**src/rtl/stp_seq_gen.sv**
```systemverilog
// Stop-pulse sequence generator: a one-cycle lead window, a train of
// evenly spaced stop pulses, an optional block-flag phase, then a done pulse.
module stp_seq_gen #(
  parameter int BIT_W = 5,
  parameter int GAP_W = 4
) (
  input  logic             clk_i,
  input  logic             rst_i,
  input  logic             start_i,
  input  logic             abort_i,
  input  logic [BIT_W-1:0] stop_num_i,
  input  logic [GAP_W-1:0] gap_i,
  input  logic [GAP_W-1:0] blk_len_i,
  output logic             som_o,
  output logic             stop_o,
  output logic             blkf_o,
  output logic             busy_o,
  output logic             done_o,
  output logic [BIT_W-1:0] sent_cnt_o
);

  localparam logic [2:0] S_IDLE = 3'd0;
  localparam logic [2:0] S_LEAD = 3'd1;
  localparam logic [2:0] S_MEAS = 3'd2;
  localparam logic [2:0] S_BLK  = 3'd3;
  localparam logic [2:0] S_DONE = 3'd4;

  logic [2:0]       state;
  logic [BIT_W-1:0] stop_num_q;
  logic [GAP_W-1:0] gap_q;
  logic [GAP_W-1:0] blk_len_q;
  logic [GAP_W-1:0] gap_cnt;
  logic [GAP_W-1:0] blk_cnt;

  logic [BIT_W:0] sent_next;
  logic           last_pulse;
  logic           enter_tail;

  // Widened by one bit so the final-pulse compare cannot alias on wrap.
  assign sent_next  = {1'b0, sent_cnt_o} + (BIT_W+1)'(1);
  assign last_pulse = stop_o && (sent_next == {1'b0, stop_num_q});

  // Leaving the pulse phase: straight from LEAD when no pulses are requested,
  // otherwise on the cycle that carries the final pulse.
  always_comb begin
    enter_tail = 1'b0;
    if (state == S_LEAD && stop_num_q == '0) enter_tail = 1'b1;
    if (state == S_MEAS && last_pulse)       enter_tail = 1'b1;
  end

  always_ff @(posedge clk_i) begin
    if (rst_i) begin
      state      <= S_IDLE;
      stop_num_q <= '0;
      gap_q      <= '0;
      blk_len_q  <= '0;
      gap_cnt    <= '0;
      blk_cnt    <= '0;
      som_o      <= 1'b0;
      stop_o     <= 1'b0;
      blkf_o     <= 1'b0;
      busy_o     <= 1'b0;
      done_o     <= 1'b0;
      sent_cnt_o <= '0;
    end else begin
      // NOTE: these non-blocking defaults are overridden by any later
      // assignment in this block; the last scheduled value wins at the edge.
      stop_o <= 1'b0;
      done_o <= 1'b0;
      if (stop_o && !(&sent_cnt_o)) sent_cnt_o <= sent_cnt_o + BIT_W'(1);

      if (state != S_IDLE && abort_i) begin
        state  <= S_IDLE;
        som_o  <= 1'b0;
        blkf_o <= 1'b0;
        busy_o <= 1'b0;
      end else begin
        case (state)
          S_IDLE: begin
            if (start_i && !abort_i) begin
              stop_num_q <= stop_num_i;
              gap_q      <= gap_i;
              blk_len_q  <= blk_len_i;
              sent_cnt_o <= '0;
              state      <= S_LEAD;
              som_o      <= 1'b1;
              busy_o     <= 1'b1;
            end
          end
          S_LEAD: begin
            if (!enter_tail) begin
              state  <= S_MEAS;
              stop_o <= 1'b1;
            end
          end
          S_MEAS: begin
            if (stop_o) begin
              if (!last_pulse) begin
                if (gap_q == '0) stop_o <= 1'b1;
                else             gap_cnt <= gap_q;
              end
            end else begin
              gap_cnt <= gap_cnt - GAP_W'(1);
              if (gap_cnt == GAP_W'(1)) stop_o <= 1'b1;
            end
          end
          S_BLK: begin
            if (blk_cnt == GAP_W'(1)) begin
              state  <= S_DONE;
              blkf_o <= 1'b0;
              done_o <= 1'b1;
            end else begin
              blk_cnt <= blk_cnt - GAP_W'(1);
            end
          end
          S_DONE: begin
            state  <= S_IDLE;
            busy_o <= 1'b0;
          end
          default: begin
            state  <= S_IDLE;
            som_o  <= 1'b0;
            blkf_o <= 1'b0;
            busy_o <= 1'b0;
          end
        endcase

        if (enter_tail) begin
          som_o <= 1'b0;
          if (blk_len_q == '0) begin
            state  <= S_DONE;
            done_o <= 1'b1;
          end else begin
            state   <= S_BLK;
            blkf_o  <= 1'b1;
            blk_cnt <= blk_len_q;
          end
        end
      end
    end
  end

endmodule

```
**config.mk**
```make
export PLATFORM = sky130hd
export DESIGN_NAME = stp_seq_gen
export DESIGN_NICKNAME = d
export VERILOG_FILES = /design/src/rtl/stp_seq_gen.sv
export SDC_FILE = /design/constraint.sdc
export NUM_CORES = 1
export LEC_CHECK = 0
export CAP_MARGIN = 20
export CORE_MARGIN = 2
export CORE_UTILIZATION = 45
export CTS_CLUSTER_DIAMETER = 80
export DETAILED_ROUTE_END_ITERATION = 16
export PLACE_DENSITY = 0.68
export SETUP_SLACK_MARGIN = 0.4
export SLEW_MARGIN = 20
export SYNTH_ARGS = -nofsm -noshare
export SYNTH_HDL_FRONTEND = slang
export SYNTH_SLANG_ARGS = --single-unit
```
**constraint.sdc**
```tcl
create_clock -name clk_i -period 3 [get_ports clk_i]
set_input_delay 0.6 -clock clk_i [delete_from_list [all_inputs] [get_ports clk_i]]
set_output_delay 0.6 -clock clk_i [all_outputs]
set_load 0.005 [all_outputs]
```
==> results of run 1 <==
[state kept, by name, indices dropped and copies added (netlist names)]
name	count
stop_num_q	5
blk_len_q	4
blkf_o	1
stop_o	1
busy_o	1
sent_cnt_o	5
blk_cnt	4
som_o	1
gap_cnt	4
gap_q	4
state	3
done_o	1
[how the worst max path moves through the flow]
stage	cells past startpoint	slack (ns)	from	to
floorplan	8	0.79	sent_cnt_o[0]$_SDFF_PP0_	state[1]$_SDFFE_PP0P_
global route	8	0.43	sent_cnt_o[0]$_SDFF_PP0_	state[1]$_SDFFE_PP0P_
detailed placement	6	0.45	abort_i	gap_cnt[3]$_SDFFE_PP0P_
CTS	8	0.57	sent_cnt_o[0]$_SDFF_PP0_	state[1]$_SDFFE_PP0P_
global placement	6	0.49	abort_i	gap_cnt[3]$_SDFFE_PP0P_
finish	8	0.59	sent_cnt_o[0]$_SDFF_PP0_	state[1]$_SDFFE_PP0P_
[cell usage after synthesis, types with 2 or more instances]
cell type and count:
mux2i_1 5, o31a_1 2, nand2_1 35, a221oi_1 2, nor3_1 10, nand2b_1 4
o21ai_0 10, xor2_1 3, xnor2_1 4, buf_2 3, a31oi_1 3, nand3_1 4
nor2b_1 4, clkbuf_1 7, nor4_1 5, nor2_1 14, o21a_1 3, dfxtp_1 34
a211oi_1 5, ha_1 6, a21oi_1 21, a21o_1 2, or4_1 2, nand2_2 2
and3_2 2, inv_1 6, a22o_1 2
[layout make-up]
cell class                      count  area (um^2)
Fill cell                         398         1730
Multi-Input combinational cell    175         1140
Sequential cell                    34          681
Timing Repair Buffer               29          283
Clock buffer                        8          110
Tap cell                           50         62.6
Inverter                            6         22.5
[worst register-to-register path, stage by stage, from the launching register on]
cell	delay, ns
dfxtp_1	0.38
ha_1	0.26
and3_2	0.20
ha_1	0.30
xnor2_1	0.21
and4_4	0.30
a41o_4	0.27
nand2_2	0.09
a2111oi_2	0.29
[through the flow]
| step | power [mW] | instance area (um^2) | setup WS, ns | hold slack (ns) | instances |
|---|---|---|---|---|---|
| after detailed placement | 0.657 | 2190 | 0.447 | 0.463 | 294 |
| after global routing | 1.10 | 2300 | 0.429 | 0.499 | 302 |
| after CTS | 1.05 | 2300 | 0.572 | 0.473 | 302 |
| after floorplan | 0.600 | 1890 | 0.794 | 0.445 | 225 |
| after global placement | 0.655 | 2190 | 0.494 | 0.459 | 294 |
| final | 1.04 | 2300 | 0.586 | 0.470 | 302 |
[logic make-up after synthesis]
kind of cell    count (synthesis)  synth area share, %
buf+inv                        16                 3.38
xor+xnor                        8                 4.44
simple gates                   93                 25.4
mux                             5                 2.65
fa+ha+maj                       6                 3.97
compound gates                 63                 24.1
flops                          34                 36.0
[per-layer routing]
| layer | track usage, % | up-vias |
|---|---|---|
| met5 | 0 | - |
| met4 | 7.35 | 0 |
| met3 | 4.38 | 5 |
| met2 | 30.3 | 33 |
| met1 | 26.5 | 801 |
| li1 | - | 876 |
[where the power goes]
group / internal (mW) / total, mW / switching [mW]
logic: 0.0755 / 0.155 / 0.0792
clock network: 0.232 / 0.397 / 0.165
registers: 0.471 / 0.493 / 0.0216
==> flow_metrics.py, run 1 <==
metrics = {
    "critical_path": {
        "cpMaxStageDelayCell": "dfxtp_1",
        "worstPathCellList": "ha_1, and3_2, ha_1, xnor2_1, and4_4, a41o_4, nand2_2, a2111oi_2",
        "criticalPathCategory": "reg -> reg",
        "path_buf_inv": 0,
        "rr_startpoint": "sent_cnt_o[0]$_SDFF_PP0_",
        "startpoint_type": "flop",
        "regToRegSetupSlack_ns": 0.59,
        "slowest_delay_ns": 0.38,
        "critPathRequiredTime_ns": 3.19,
        "cp-end-kind": "flop",
        "reg2reg_to": "state[1]$_SDFFE_PP0P_",
        "cp_data_arrival_time_ns": 2.60,
        "crit_top_cell": "ha_1",
        "r2r_cells": 8,
        "crit_family": "simple AND/OR/NAND/NOR gates",
        "worstPathMaxFanout": 7,
    },
    "synthesis": {
        "synth.ff_latch_count": 34,
        "synthFlopType": "dfxtp_1",
        "synthesis.area_um2": 1890,
        "avgSynthCellArea_um2": 8.40,
        "yosysSeqAreaShare_pct": 36.0,
        "synth_top_area_cell": "dfxtp_1",
        "synth_nets": 248,
        "async_flop_share_pct": 0,
        "netlist_instances": 225,
        "yosysTopAreaCellShare_pct": 36.0,
        "synth-edff-count": 0,
        "ys_top_cells_by_area": "dfxtp_1 36%, nand2_1 7.0%, a21oi_1 5.6%",
        "synth_cell_types": 52,
        "synth_warnings": 0,
    },
    "layout": {
        "final_common_cell": "nand2_1",
        "utilization_pct": 57.2,
        "nNetsFinal": 274,
        "mostFrequentLayoutCells": "35 x nand2_1, 34 x dfxtp_1, 26 x clkdlybuf4s50_1",
        "area_growth_pct": 21.9,
        "drive_above_1_share_pct": 9.52,
        "antenna_cells": 0,
    },
    "drt": {
        "dr.pass1.iters": 4,
        "wl_met1_um": 1990,
        "wl_met3_um": 143,
        "met2_length_um": 1920,
        "drt_iter0_markers": 120,
        "post-route-drc-count": 0,
        "vias": 1715,
        "via_per_inst": 5.68,
        "totalWireLength_um": 4120,
        "top_layer": "met4",
        "ant_nets": 0,
        "wl_per_cell_um": 13.6,
    },
    "placed_design": {
        "portBuffers": 26,
        "dp_hpwl_um": 3040,
        "gp_congestion": 0.885,
    },
    "min_path": {
        "holdPathStages": 2,
        "hold_path.class": "reg -> reg",
        "min_to": "blkf_o$_SDFF_PP0_",
        "hp-start": "blkf_o$_SDFF_PP0_",
    },
    "grt": {
        "grt_pass1_wl_um": 6890,
        "grt_pass1_vias": 1490,
        "grt_use_total_pct": 19.6,
        "grt_max_degree": 15,
        "antenna_found_initial": 0,
        "globalRouteOverflowTotal": 0,
    },
    "clock_tree": {
        "cts.root.buffer_cell": "clkbuf_8",
        "clk_latency_ns": 0.29,
        "cts_resized": 0,
        "cts_made_buffers": 5,
        "clk_pin_slew_ns": 0.07,
        "h-tree-depth": 2,
        "cts_setup_buffers": 0,
        "clkSinkCount": 34,
        "cts_tree": "built",
        "cts_hold_buf": 0,
        "ctsLongestPathBuffers": 2,
    },
    "sta": {
        "timing.slew.headroom_pct": 52.5,
        "fmax_mhz": 414,
        "skew_ns": 0.00174,
        "fin_tns_setup_ns": 0,
        "maxSlewViolCount": 0,
        "fin_crit_sh_pct": 80.5,
        "rsz0062_at_grt": "no",
        "setup_viol_count_final": 0,
        "worst_pin_slew_ns": 0.707,
        "finalHoldViolations": 0,
        "period_minus_slack_ns": 2.41,
    },
    "floorplanning": {
        "start_util_pct": 46.9,
        "die_area_um2": 4730,
        "fp-row-count": 23,
        "fp.coreArea_um2": 4030,
        "io_pins": 27,
        "die_w_um": 68.8,
        "dieHeight_um": 68.8,
    },
    "power": {
        "p_per_area_nw_per_um2": 453,
        "irDropWorstVdd_uv": 250,
        "power.leakage_nw": 0.804,
    },
    "flow_run": {
        "maxCapViolations": 0,
    },
    "status": {
        "run_status": "finished, final reports clean",
    },
}
No activity file was read; power rests on OpenSTA's default activity.
==> run 2: changes to the inputs <==
clock period = 2.5 ns   (was 3 ns; I/O delays follow)
==> run 2 against run 1 <==
Core utilization grew 3.2 points. Largest cell class unchanged. Register-to-register slack got worse by 0.19 ns. Sequential power is 19% higher. Cell count is 2.3% higher. Setup slack worse by 0.19 ns. Clock power up 1%. Maximum frequency rose by 14%. Critical endpoint is now gap_cnt[3]$_SDFFE_PP0P_. Critical path depth unchanged. Highest routed layer unchanged. Hold slack gained 0.0025 ns. Combinational power rose by 30%. Clock-buffer cell count is 2 lower.
==> flow_metrics.py, run 2 (same netlist as run 1, synthesis figures left out) <==
metrics = {
    "status": {
        "run_status": "finished, final reports clean",
    },
    "placed_design": {
        "dpl_cell_area_um2": 2230,
        "post-place-ws_ns": 0.153,
        "dpl.cell_count": 297,
        "dp_hpwl_um": 3050,
        "portBuffers": 26,
        "gp_congestion": 0.840,
    },
    "critical_path": {
        "cpMaxStageDelayCell": "o41a_1",
        "worstPathMaxFanout": 3,
        "critPathRequiredTime_ns": 2.68,
        "cp-end-kind": "flop",
        "path_buf_inv": 0,
        "crit_family": "compound AO/OA/AOI/OAI gates",
        "startpoint_type": "flop",
        "worstPathCellList": "ha_4, and3_4, ha_4, xnor2_2, nand4_1, o41a_1, mux2i_1, a21oi_1",
        "regToRegSetupSlack_ns": 0.39,
        "cp_data_arrival_time_ns": 2.28,
        "r2r_cells": 8,
        "reg2reg_to": "gap_cnt[3]$_SDFFE_PP0P_",
        "slowest_delay_ns": 0.49,
        "rr_startpoint": "sent_cnt_o[1]$_SDFF_PP0_",
        "criticalPathCategory": "reg -> reg",
        "crit_top_cell": "ha_4",
    },
    "sta": {
        "fin_ws_ns": 0.392,
        "finalHoldViolations": 0,
        "fin_crit_sh_pct": 84.3,
        "maxSlewViolCount": 0,
        "fmax_mhz": 474,
        "worst_pin_slew_ns": 0.803,
        "setup_viol_count_final": 0,
        "fin_tns_setup_ns": 0,
        "timing.slew.headroom_pct": 46.0,
        "rsz0062_at_grt": "yes",
        "skew_ns": 0.00696,
        "period_minus_slack_ns": 2.11,
    },
    "clock_tree": {
        "clk_latency_ns": 0.28,
        "clkSinkCount": 34,
        "cts_made_buffers": 5,
        "ctsLongestPathBuffers": 2,
        "cts_tree": "built",
        "clk_pin_slew_ns": 0.07,
        "h-tree-depth": 2,
        "cts.root.buffer_cell": "clkbuf_8",
    },
    "flow_run": {
        "maxCapViolations": 0,
    },
    "min_path": {
        "holdPathStages": 2,
        "hold_path.class": "reg -> reg",
        "hp-start": "blkf_o$_SDFF_PP0_",
        "min_to": "blkf_o$_SDFF_PP0_",
    },
    "drt": {
        "drt_iter0_markers": 100,
        "vias": 1747,
        "ant_nets": 0,
        "dr.pass1.iters": 4,
        "wl_per_cell_um": 13.8,
        "post-route-drc-count": 0,
        "via_per_inst": 5.65,
        "totalWireLength_um": 4280,
    },
    "power": {
        "power.leakage_nw": 0.845,
        "power_mw": 1.19,
        "p_per_area_nw_per_um2": 490,
        "irDropWorstVdd_uv": 320,
    },
    "layout": {
        "final_common_cell": "nand2_1",
        "nNetsFinal": 283,
        "antenna_cells": 0,
        "drive_above_1_share_pct": 15.1,
        "area_growth_pct": 28.7,
        "final_area_um2": 2430,
        "fin_cells": 309,
        "mostFrequentLayoutCells": "35 x nand2_1, 31 x dfxtp_1, 26 x clkdlybuf4s50_1",
        "largestRegisters": "sent_cnt_o x5, stop_num_q x5",
    },
    "grt": {
        "grt_use_total_pct": 20.3,
        "grt_pass1_vias": 1577,
        "antenna_found_initial": 0,
        "grt_pass1_wl_um": 7200,
        "grt_max_degree": 23,
        "globalRouteOverflowTotal": 0,
    },
    "floorplanning": {
        "io_pins": 27,
        "fp-row-count": 23,
        "die_w_um": 68.8,
        "start_util_pct": 46.9,
        "dieHeight_um": 68.8,
        "die_area_um2": 4730,
        "fp.coreArea_um2": 4030,
    },
}
==> run 2: cell types whose count changed in the layout (fill, tap and decap cells not counted), moves of 2 or more <==
cell      delta
ha_4         +2
clkbuf_8     -2
buf_4        +9
dfxtp_4      +2
dfxtp_1      -3
ha_1         -2
==> run 2: worst max-delay path by stage <==
| stage | startpoint | end | slack [ns] | depth (start not counted) |
|---|---|---|---|---|
| 2_1_floorplan | sent_cnt_o[1]$_SDFF_PP0_ | state[1]$_SDFFE_PP0P_ | 0.41 | 8 |
| 3_3_place_gp | abort_i | gap_cnt[3]$_SDFFE_PP0P_ | 0.22 | 6 |
| 3_5_place_dp | abort_i | gap_cnt[3]$_SDFFE_PP0P_ | 0.15 | 6 |
| 4_1_cts | sent_cnt_o[0]$_SDFF_PP0_ | state[1]$_SDFFE_PP0P_ | 0.43 | 8 |
| 5_1_grt | sent_cnt_o[1]$_SDFF_PP0_ | gap_cnt[3]$_SDFFE_PP0P_ | 0.26 | 8 |
| 6_report | sent_cnt_o[1]$_SDFF_PP0_ | gap_cnt[3]$_SDFFE_PP0P_ | 0.39 | 8 |
==> run 2: power by group <==
group | leakage [nW] | internal (mW) | switching (mW)
Clock | 0.0431 | 0.212 | 0.188
Sequential | 0.278 | 0.563 | 0.0259
Combinational | 0.523 | 0.0999 | 0.102
==> run 2: timing repair <==
action	in CTS	in global routing
setup buffers	4	2
pin swaps	3	9
hold buffers	0	0
gates resized for setup	6	7
endpoints found under the setup margin	10	12
==> run 2: cell type report <==
cell class / instances / area, um^2
well taps: 50 / 62.6
repair buffers: 38 / 350
multi-input cells: 175 / 1220
fillers: 388 / 1600
flip-flops and latches: 34 / 689
inverters: 6 / 22.5
clock buffers: 6 / 82.6
==> run 2: per-layer routing <==
metal  GRT usage [%]  routed length, um
met5               0                  0
met4            7.60                 72
met3            4.22                153
met2            32.7               2000
met1            26.7               2050
==> run 2: worst min-delay path, delay by kind of cell, from the launching register on <==
family | cells | cell delay, ns
DFF | 1 | 0.31
and+or+nand+nor | 1 | 0.06
AOI/OAI and AO/OA | 1 | 0.06
==> run 2: metrics by stage <==
step	utilization [%]	hold WS, ns
2_1_floorplan	-	0.445
3_3_place_gp	55.4	0.462
3_5_place_dp	55.4	0.468
4_1_cts	58.8	0.478
5_1_grt	60.3	0.498
6_report	60.3	0.473
==> run 3: changes to the inputs <==
clock period = 2 ns   (was 2.5 ns; I/O delays follow)
==> run 3 against run 2 <==
Clock power rose by 55%. Clock skew barely moved. Critical endpoint is now state[1]$_SDFFE_PP0P_. Sequential power rose by 25%. Maximum frequency rose by 2.3%. Final area rose by 9.5%. Critical path type unchanged. Via count rose by 4.6%. The run now ends with setup timing left.
==> flow_metrics.py, run 3 (same netlist as run 1, synthesis figures left out) <==
metrics = {
    "status": {
        "run_status": "complete, but fails checks",
        "violations": "setup timing",
    },
    "min_path": {
        "min_to": "blk_len_q[0]$_SDFFE_PP0P_",
        "holdPathStages": 2,
        "hp-start": "blk_len_q[0]$_SDFFE_PP0P_",
        "hold_path.class": "reg -> reg",
    },
    "drt": {
        "dr.pass1.iters": 4,
        "vias": 1827,
        "drt_iter0_markers": 63,
        "post-route-drc-count": 0,
        "wl_per_cell_um": 13.7,
        "totalWireLength_um": 4510,
        "via_per_inst": 5.55,
        "ant_nets": 0,
    },
    "placed_design": {
        "gp_congestion": 0.842,
        "post-place-ws_ns": -0.104,
        "portBuffers": 26,
        "dp_hpwl_um": 3250,
        "dpl.cell_count": 318,
    },
    "critical_path": {
        "startpoint_type": "flop",
        "rr_startpoint": "sent_cnt_o[0]$_SDFF_PP0_",
        "regToRegSetupSlack_ns": -0.06,
        "criticalPathCategory": "reg -> reg",
        "cp_data_arrival_time_ns": 2.25,
        "critPathRequiredTime_ns": 2.19,
        "r2r_cells": 8,
        "worstPathMaxFanout": 6,
        "cp-end-kind": "flop",
        "reg2reg_to": "state[1]$_SDFFE_PP0P_",
    },
    "layout": {
        "nNetsFinal": 301,
        "mostFrequentLayoutCells": "33 x nand2_1, 29 x dfxtp_1, 25 x buf_4",
        "antenna_cells": 0,
        "drive_above_1_share_pct": 25.4,
        "fin_cells": 329,
        "final_common_cell": "nand2_1",
        "largestRegisters": "sent_cnt_o x5, stop_num_q x5",
        "utilization_pct": 66.1,
        "area_growth_pct": 40.9,
    },
    "floorplanning": {
        "die_w_um": 68.8,
        "start_util_pct": 46.9,
        "io_pins": 27,
        "die_area_um2": 4730,
        "fp-row-count": 23,
        "dieHeight_um": 68.8,
        "fp.coreArea_um2": 4030,
    },
    "clock_tree": {
        "cts.root.buffer_cell": "clkbuf_8",
        "h-tree-depth": 2,
        "cts_tree": "built",
        "cts_made_buffers": 5,
        "ctsLongestPathBuffers": 2,
        "clkSinkCount": 34,
        "clk_pin_slew_ns": 0.07,
        "clk_latency_ns": 0.29,
    },
    "sta": {
        "period_minus_slack_ns": 2.06,
        "worst_pin_slew_ns": 0.766,
        "fin_tns_setup_ns": -0.129,
        "rsz0062_at_grt": "yes",
        "fmax_mhz": 485,
        "fin_crit_sh_pct": 103,
        "skew_ns": 0.00680,
        "setup_viol_count_final": 7,
        "timing.slew.headroom_pct": 48.4,
        "fin_ws_ns": -0.0607,
        "finalHoldViolations": 0,
        "maxSlewViolCount": 0,
    },
    "grt": {
        "globalRouteOverflowTotal": 0,
        "grt_max_degree": 21,
        "antenna_found_initial": 0,
        "grt_pass1_wl_um": 7130,
        "grt_use_total_pct": 20.5,
        "grt_pass1_vias": 1614,
    },
    "power": {
        "power_mw": 1.64,
        "p_per_area_nw_per_um2": 616,
        "power.leakage_nw": 1.03,
        "irDropWorstVdd_uv": 510,
    },
    "flow_run": {
        "maxCapViolations": 0,
    },
}
==> run 3: cell types whose count changed in the layout (fill, tap and decap cells not counted), moves of 3 or more <==
cell	before	now
clkdlybuf4s50_1	26	20
buf_6	0	5
buf_4	12	25
a21oi_2	0	5
dlygate4sd2_1	0	3
a21oi_1	21	16
dlymetal6s2s_1	0	3
==> run 3: metrics by stage <==
| stage | instance area, um^2 | hold WS [ns] |
|---|---|---|
| 6_report | 2660 | 0.484 |
| 5_1_grt | 2660 | 0.498 |
| 4_1_cts | 2570 | 0.479 |
| 3_5_place_dp | 2420 | 0.469 |
| 3_3_place_gp | 2420 | 0.458 |
| 2_1_floorplan | 1940 | 0.445 |
==> run 3: timing repair <==
action	in CTS	in global routing
hold buffers	0	0
pin swaps	8	4
resized for setup	16	19
setup endpoints to repair	23	25
setup buffers	2	1
hold endpoints to repair	0	0
==> run 3: area by class of cell <==
| type | count | area, um^2 |
|---|---|---|
| well taps | 50 | 62.6 |
| clock inverters | 1 | 30.0 |
| inverters | 6 | 22.5 |
| fillers | 358 | 1370 |
| flip-flops and latches | 34 | 692 |
| multi-input cells | 175 | 1270 |
| repair buffers | 56 | 508 |
| clock buffers | 7 | 76.3 |
==> run 3: worst max-delay path, stage by stage, from the launching register on <==
cell and delay (ns):
dfxtp_4 0.35, ha_4 0.15, and3_4 0.17, ha_4 0.24, xnor2_2 0.14, and4_4 0.21, a41oi_4 0.24, nand2_2 0.11
a2111oi_4 0.35
==> run 3: worst max path at each step <==
stage                              from                 endpoint  slack [ns]
2_1_floorplan  sent_cnt_o[0]$_SDFF_PP0_    state[1]$_SDFFE_PP0P_       0.003
3_3_place_gp                    abort_i  gap_cnt[2]$_SDFFE_PP0P_       -0.06
3_5_place_dp                    abort_i  gap_cnt[3]$_SDFFE_PP0P_       -0.10
4_1_cts        sent_cnt_o[0]$_SDFF_PP0_    state[1]$_SDFFE_PP0P_       -0.03
5_1_grt        sent_cnt_o[0]$_SDFF_PP0_    state[1]$_SDFFE_PP0P_       -0.13
6_report       sent_cnt_o[0]$_SDFF_PP0_    state[1]$_SDFFE_PP0P_       -0.06
==> run 3: per-layer routing <==
metal | GRT usage, % | up-vias | part of all wire, %
met5 | 0 | - | 0
met4 | 7.84 | 0 | 0.84
met3 | 5.36 | 4 | 3.5
met2 | 32.9 | 36 | 48
met1 | 26.3 | 855 | 48
li1 | - | 932 | -
==> run 3: where the power goes <==
part | internal [mW] | leakage (nW) | switching (mW)
combinational | 0.142 | 0.695 | 0.139
clock | 0.373 | 0.0524 | 0.250
sequential | 0.704 | 0.279 | 0.0324
